File: src/rtl/diamond_sym_gen.sv
// Streams the PAD/NUM/EOL layout symbols of a size-n number diamond over a valid/ready handshake.
// Rows run 1..n then n-1..1; row i is (n-i) PADs, i NUM(i) symbols and one EOL.
module diamond_sym_gen #(
  parameter int unsigned NW = 4
) (
  input  logic          clk,
  input  logic          rst_n,
  input  logic          start,
  input  logic [NW-1:0] n,
  output logic          out_valid,
  input  logic          out_ready,
  output logic [1:0]    out_sym,
  output logic [NW-1:0] out_val,
  output logic          busy,
  output logic          done
);

  localparam logic [1:0] SymPad = 2'b00;
  localparam logic [1:0] SymNum = 2'b01;
  localparam logic [1:0] SymEol = 2'b10;

  typedef enum logic [2:0] {StIdle, StPad, StNum, StEol, StFin} state_e;

  state_e        state_q, state_d;
  logic [NW-1:0] n_q, n_d;
  logic [NW-1:0] row_q, row_d;
  logic [NW-1:0] col_q, col_d;
  logic          dir_q, dir_d;  // 0 = rows growing, 1 = rows shrinking

  logic          fire;
  logic [NW-1:0] pad_len;
  logic [NW:0]   col_inc;
  logic [NW-1:0] row_nxt;
  logic          dir_nxt;

  assign fire    = out_valid && out_ready;
  assign pad_len = n_q - row_q;  // row never exceeds n_q, so no underflow
  assign col_inc = {1'b0, col_q} + (NW+1)'(1);

  always_ff @(posedge clk or negedge rst_n) begin
    if (!rst_n) begin
      state_q <= StIdle;
      n_q     <= '0;
      row_q   <= '0;
      col_q   <= '0;
      dir_q   <= 1'b0;
    end else begin
      state_q <= state_d;
      n_q     <= n_d;
      row_q   <= row_d;
      col_q   <= col_d;
      dir_q   <= dir_d;
    end
  end

  // Row that follows the current one once its EOL is taken; 0 means the diamond is finished.
  always_comb begin
    row_nxt = '0;
    dir_nxt = dir_q;
    if (!dir_q && (row_q != n_q)) begin
      row_nxt = row_q + NW'(1);
    end else if (!dir_q) begin
      dir_nxt = 1'b1;
      row_nxt = n_q - NW'(1);
    end else begin
      row_nxt = row_q - NW'(1);
    end
  end

  always_comb begin
    state_d = state_q;
    n_d     = n_q;
    row_d   = row_q;
    col_d   = col_q;
    dir_d   = dir_q;
    unique case (state_q)
      StIdle: begin
        if (start) begin
          n_d   = n;
          row_d = NW'(1);
          col_d = '0;
          dir_d = 1'b0;
          if (n == '0) begin
            state_d = StFin;
          end else if (n != NW'(1)) begin
            state_d = StPad;
          end else begin
            state_d = StNum;
          end
        end
      end
      StPad: begin
        if (fire) begin
          if (col_inc == {1'b0, pad_len}) begin
            state_d = StNum;
            col_d   = '0;
          end else begin
            col_d = col_inc[NW-1:0];
          end
        end
      end
      StNum: begin
        if (fire) begin
          if (col_inc == {1'b0, row_q}) begin
            state_d = StEol;
            col_d   = '0;
          end else begin
            col_d = col_inc[NW-1:0];
          end
        end
      end
      StEol: begin
        if (fire) begin
          col_d = '0;
          dir_d = dir_nxt;
          row_d = row_nxt;
          if (row_nxt == '0) begin
            state_d = StFin;
          end else if (row_nxt != n_q) begin
            state_d = StPad;
          end else begin
            state_d = StNum;
          end
        end
      end
      StFin: begin
        state_d = StIdle;
      end
      default: begin
        state_d = StIdle;
      end
    endcase
  end

  // Outputs decode the state register only, so out_ready never reaches out_valid.
  always_comb begin
    out_valid = 1'b0;
    out_sym   = SymPad;
    out_val   = '0;
    busy      = 1'b0;
    done      = 1'b0;
    unique case (state_q)
      StIdle: begin
        busy = 1'b0;
      end
      StPad: begin
        out_valid = 1'b1;
        out_sym   = SymPad;
        busy      = 1'b1;
      end
      StNum: begin
        out_valid = 1'b1;
        out_sym   = SymNum;
        out_val   = row_q;
        busy      = 1'b1;
      end
      StEol: begin
        out_valid = 1'b1;
        out_sym   = SymEol;
        busy      = 1'b1;
      end
      StFin: begin
        busy = 1'b1;
        done = 1'b1;
      end
      default: begin
        busy = 1'b0;
      end
    endcase
  end

endmodule

File: config.mk
export PLATFORM = sky130hd
export DESIGN_NAME = diamond_sym_gen
export DESIGN_NICKNAME = d
export VERILOG_FILES = /design/src/rtl/diamond_sym_gen.sv
export SDC_FILE = /design/constraint.sdc
export NUM_CORES = 1
export LEC_CHECK = 0
export ABC_AREA = 1
export CORE_MARGIN = 5
export CORE_UTILIZATION = 30
export DETAILED_ROUTE_END_ITERATION = 10
export DONT_BUFFER_PORTS = 1
export HOLD_SLACK_MARGIN = 0.12
export PLACE_DENSITY = 0.43
export SYNTH_ARGS = -nofsm -noshare
export SYNTH_HDL_FRONTEND = slang
export SYNTH_SLANG_ARGS = --single-unit
File: constraint.sdc
create_clock -name clk -period 2.6 [get_ports clk]
set_input_delay 0.39 -clock clk [delete_from_list [all_inputs] [get_ports clk]]
set_output_delay 0.39 -clock clk [all_outputs]
set_load 0.005 [all_outputs]
== Yosys cells after proc, flatten, opt, wreduce, memory -nomap -nowiden ==
Index checks and enable logic that the tools add are counted.

* Flip-flop bits (word level): 16
* Input bits: 8
* Output and inout bits: 9
* Word-level logic and storage cells: 73

* Add/subtract/negate cells: 5
* Equality and inequality tests: 16
* Multiplexer cells: 32
* Reduce and logical (&&, ||, !) cells: 15

{| class="wikitable"
|+ Operators by type and width
! cell !! number
|-
| $mux W4 || 11
|-
| $mux W3 || 8
|-
| $pmux W4 S4 || 1
|-
| $ne A2 B2 Y1 const B || 7
|-
| $pmux W3 S4 || 1
|-
| $eq A5 B4 Y1 || 2
|-
| $logic_not A4 Y1 || 2
|-
| $ne A4 B4 Y1 || 2
|-
| $pmux W4 S2 || 1
|-
| $sub A4 B1 Y4 const B || 2
|-
| $eq A3 B2 Y1 const B || 2
|-
| $mux W1 || 6
|-
| $reduce_and A6 Y1 || 1
|-
| $add A4 B1 Y5 const B || 1
|-
| $reduce_and A5 Y1 || 1
|-
| $add A4 B1 Y4 const B || 1
|-
| $mux W2 || 2
|-
| $ne A4 B1 Y1 const B || 1
|-
| $pmux W2 S2 || 1
|-
| $reduce_and A4 Y1 || 1
|-
| $reduce_bool A4 Y1 || 1
|-
| $reduce_or A4 Y1 || 1
|-
| $sub A4 B4 Y4 || 1
|-
| $eq A3 B1 Y1 const B || 1
|-
| other kinds (9) || 10
|}

== Longest topological paths before layout ==
Gate-level depths: netlist of run 1.

* Word-level depth: 8
* Gate-level depth with buffers: 17
* Gate-level depth less buffers: 17

== Least setup slack after synthesis of run 1 ==
OpenSTA, ideal clock, no wires.

* Path kind: register to register
* From: register row_q[0]
* To: register state_q[0]
* Library setup time: 0.116 ns
* Arrival: 1.859 ns
* Required time: 2.484 ns
* Slack: 0.625 ns
* Cell stages (with the launch flop): 14
* Path buffers: 0
* Clock period less this slack: 1.975 ns
* Cells stage by stage: dfrtp_1 ha_1 inv_1 fa_1 xnor2_1 nand3_1 nor2_1 nand3_1 nand2_1 nand2_1 nor2_2 inv_1 nand2_1 nand2_1

* Longest elaborated chain between the ends: 8
* Elaborated cells between the ends (all ways): 18
* Those cells by class: add/sub: 3; eq/ne: 6; mux: 6; reduce/logical: 3

{| class="wikitable"
|+ RTL lines
! element !! RTL line !! source
|-
| start: declaration || 26 || <nowiki>logic [NW-1:0] row_q, row_d;</nowiki>
|-
| start signal: assignment || 50 || <nowiki>row_q <= row_d;</nowiki>
|-
| $sub A4 B1 Y4 / $ne A4 B4 Y1 (equally long branches) || 66, 60 ||
|-
| $mux W4 / $logic_and A1 B1 Y1 (equally long branches) || 62, 60 ||
|-
| $mux W4 || 60 || <nowiki>if (!dir_q && (row_q != n_q)) begin</nowiki>
|-
| $ne A4 B4 Y1 || 119 || <nowiki>end else if (row_nxt != n_q) begin</nowiki>
|-
| $mux W2 || 119 ||
|-
| $mux W3 || 117 || <nowiki>if (row_nxt == '0) begin</nowiki>
|-
| $mux W3 || 113 || <nowiki>if (fire) begin</nowiki>
|-
| $pmux W3 S4 || 76 || <nowiki>unique case (state_q)</nowiki>
|-
| end signal: assignment || 42 || <nowiki>state_q <= StIdle;</nowiki>
|-
| end signal: assignment || 48 || <nowiki>state_q <= state_d;</nowiki>
|-
| end: declaration || 24 || <nowiki>state_e state_q, state_d;</nowiki>
|}

Parallel ways exist; a longest one is shown, timed or not. The select of a mux whose other input is x is not followed.
A chain may end at the register's enable or synchronous reset.

== Final worst setup path of run 1 ==
Ends and elaborated chain as after synthesis.

==> metrics list, run 1 <==
* Run status: finished, final reports clean
- Maximum fanout count along the critical path: 7
* Commonest cells post-synth: sky130_fd_sc_hd__nand2_1, sky130_fd_sc_hd__inv_1, sky130_fd_sc_hd__nor2_1, sky130_fd_sc_hd__dfrtp_1, sky130_fd_sc_hd__nand3_1
- The max-slew violation count was 0.
- Instance count along the most critical hold path: 2
- At the later pin of the worst-skew pair, clock insertion delay measures 0.25 ns.
- Most used flip-flop cell after synthesis: sky130_fd_sc_hd__dfrtp_1
- Static power due to leakage: 0.7990 nW
* Number of antenna violations at the first check in global routing: 0
- HPWL Detailed: 3.097 mm
- Initial Util: 31.13%
- Sequential-to-total area share from yosys stat: 27.05%
- The worst setup path is of the reg -> reg kind.
* Weighted congestion reported at the end of routability-driven placement: 0.7998
* Count of TritonRoute iterations in the first routing pass: 4
* Hold Slack: 0.2960 ns
- In this run the post-CTS setup repair buffer count came out at 0.
* Count of state elements after synthesis: 16
- Required time of the critical path: 2.75 ns
- Unique cell type count in the Yosys netlist: 29
- Clock tree synthesis found a total of 16 sinks.
- From bottom edge to top edge, the die measures 80.24 um.
- Clock transition time at the flip-flop clock pins of the worst setup and hold paths: 0.07 ns
- Share of cells above drive strength 1: 14.10%
- Endpoint type of the worst setup path: flip-flop
* Final worst-path setup slack: 0.3168 ns
- During placement, the flow inserted port buffers numbering 0.
- Combinational Power Share: 68.5%
* Tightest Pin Transition: 0.8132 ns
* Most area-consuming cells after synthesis: sky130_fd_sc_hd__dfrtp_1, sky130_fd_sc_hd__nand2_1, sky130_fd_sc_hd__inv_1
- The final route contains 1332 vias.
- Area inside the core boundary: 4755 um2
- Total congestion overflow: 0
* Synth Net Count: 237
- The mapped netlist covers 1480 um2.
* Most numerous cell in the Yosys netlist: sky130_fd_sc_hd__nand2_1
* Cell taking the most area after synthesis: sky130_fd_sc_hd__dfrtp_1
- Once detail routing completed, the nets flagged for antenna violations numbered 0.
- Internal power: 1000 uW
- Power per Cell Area: 1310 nW/um2
- Setup total negative slack: 0 ns
* Number of vias per cell: 4.531
- Derived from the worst setup path, the maximum achievable clock frequency is 438.0 MHz.
- Wires add up to 3.855 mm.
- The worst setup path is launched from a flip-flop.
* Area fraction in compound gates after synthesis: 8.707%
* Synthesized-area fraction occupied by xor and xnor cells: 7.608%
- Level count of the clock H-tree: 1
* Max Buffers Root-to-Sink: 2
* Final count of negative-setup-slack endpoints: 0
- Area of the die: 6438 um2
* Syn-to-layout area delta: 10.06%
- Row generation in the floorplan step produced 25 rows.
- Synthesis handed over a netlist of 222 instances.
- For the worst flop-to-flop path, the logic depth is 13.
* Worst slack at placement: 0.3303 ns
- DRC Markers: 0
- In the final routed layout, each cell accounts on average for 13.11 um.
- # IOs: 17
- Fraction of the cycle the final worst path needs: 87.82%
- Setup repair after global routing missed its margin: no
- Largest clock skew in the final design: 0.005106 ns
- Syn Area/Cell: 6.667 um2
* Final std cell area, no fill: 1629 um2
- After Yosys synthesis, and, or, nand and nor cells account for 41.17% of the synthesized area.
- Share of power burned in the clock network: 10.9%
- The routed design could run at a clock period as short as 2.283 ns.
* Max-cap violation count: 0
- Type of the worst min-delay path: in -> reg
- Share of async-settable or async-resettable flops after synthesis: 100.0%
* Switching power summed over all nets: 1.135 mW
- Power comes to 2.135 mW.
- The number of antenna diodes in the final layout is 0.
* Largest family of logic cells by synthesized area: simple AND/OR/NAND/NOR gates
- Entering global routing, the biggest net connects 17 pins.
* Fin nets: 243
- The top cell type by area accounts for 27.05% of the synthesized area.
- Max-Slew Margin vs Limit: 45.61%
- Data on the critical path arrives at its endpoint at 2.43 ns.
- Wire length of the first global-routing pass: 6.423 mm
- Yosys warns: 0
* Sequential cell fraction of total power: 20.6%
- Measured against the total synthesized area, the mux share comes to 0%.
- The number of failing hold endpoints at the final stage is 0.
* Number of enable flip-flop cells after synthesis: 0
* GRT Resource Usage Total: 12.90%
- Root buffer selected by CTS: sky130_fd_sc_hd__clkbuf_8
* Switch share: 53.16%
* Iteration-0 DRC count of the detailed router: 48
- Total placed instance area: 1564 um2
- Max VDD drop: 0.4759 mV
- TritonCTS created 3 clock buffers.
- In this run the horizontal extent of the chip is 80.24 um.
* Number of global-route vias before repair: 1278
* Share of synthesized cell area in full adder, half adder and majority cells: 6.424%
* CTS tree: built
-- worst paths after layout --
kind / slack, ns / endpoint / start
min: 0.30 / n_q[2]$_DFFE_PN0P_ / n[2]
max reg2reg: 0.32 / state_q[0]$_DFFE_PN0P_ / row_q[0]$_DFFE_PN0P_
min in group asynchronous: 0.67 / col_q[0]$_DFFE_PN0P_ / rst_n
max in group asynchronous: 1.42 / dir_q$_DFFE_PN0P_ / rst_n
min reg2reg: 0.50 / n_q[0]$_DFFE_PN0P_ / n_q[0]$_DFFE_PN0P_
max: 0.32 / state_q[0]$_DFFE_PN0P_ / row_q[0]$_DFFE_PN0P_
-- cells in the final DEF, fill, tap and decap left out, drive strengths merged --
master	synthesis	final
a21oi	9	9
buf	1	1
clkbuf	0	4
dfrtp	16	16
dlygate4sd3	0	1
fa	1	1
ha	6	6
inv	33	33
nand2	83	83
nand3	19	19
nand3b	1	1
nand4	1	1
nor2	23	23
nor3	1	1
o21ai	9	9
o22ai	5	5
or2	2	2
xnor2	7	7
xor2	5	5
-- cell families after synthesis --
group,count (synthesis)
and+or+nand+nor,130
adders and majority gates,7
DFF,16
buffers and inverters,34
AOI/OAI and AO/OA,23
xor gates and xnor gates,12
-- repair_timing --
action	in CTS	in global routing
endpoints found under the hold margin	16	0
endpoints found under the setup margin	0	0
hold buffers	1	0
resized for setup	0	0
-- worst max-delay path, cell delays in order (launching register included) --
cell                      delay [ns]
sky130_fd_sc_hd__dfrtp_1        0.51
sky130_fd_sc_hd__ha_1           0.20
sky130_fd_sc_hd__inv_1          0.06
sky130_fd_sc_hd__fa_1           0.50
sky130_fd_sc_hd__xnor2_1        0.12
sky130_fd_sc_hd__nand3_1        0.08
sky130_fd_sc_hd__nor2_1         0.13
sky130_fd_sc_hd__nand3_1        0.10
sky130_fd_sc_hd__nand2_1        0.06
sky130_fd_sc_hd__nand2_1        0.07
sky130_fd_sc_hd__nor2_2         0.14
sky130_fd_sc_hd__inv_1          0.09
sky130_fd_sc_hd__nand2_1        0.06
sky130_fd_sc_hd__nand2_1        0.05
-- per-stage QoR --
stage | util [%] | cells
global placement | 32.89 | 289
global route | 34.26 | 294
CTS | 34.26 | 294
finish | 34.26 | 294
detailed placement | 32.89 | 289
floorplan | - | 222
-- layout make-up --
class                   instances  area, um2
clock buffers                   4      55.05
fillers                       545       3126
well taps                      67      83.83
inverters                      33      126.4
multi-input cells             172      945.9
repair buffers                  2      17.52
flip-flops and latches         16      400.4
-- sequential cells by signal (all words and copies together), names as in the netlist --
name     flops
col_q        4
n_q          4
row_q        4
state_q      3
dir_q        1
-- routing by layer --
layer / share of wire, % / track usage (%) / up-vias / wire length [um]
li1: - / - / 705 / -
met2: 48 / 22.10 / 22 / 1839
met4: 0.34 / 1.520 / 0 / 13
met1: 47 / 16.75 / 603 / 1824
met5: 0 / 0 / - / 0
met3: 4.6 / 3.251 / 2 / 178
-- power by group through the flow --
stage	clock [mW]	sequential [mW]	combinational, mW
after floorplan	0	0.404	1.20
after global placement	0	0.449	1.49
after detailed placement	0	0.446	1.47
after CTS	0.240	0.442	1.48
after global routing	0.251	0.456	1.68
final	0.233	0.439	1.46
Note: power is estimated with default switching activity, not from simulation.
==> run 2: changes to the inputs <==
- HOLD_SLACK_MARGIN: 0.12 -> 0.03
==> results of run 2 <==
Final layout, timing and power as in run 1 (identical DEF).
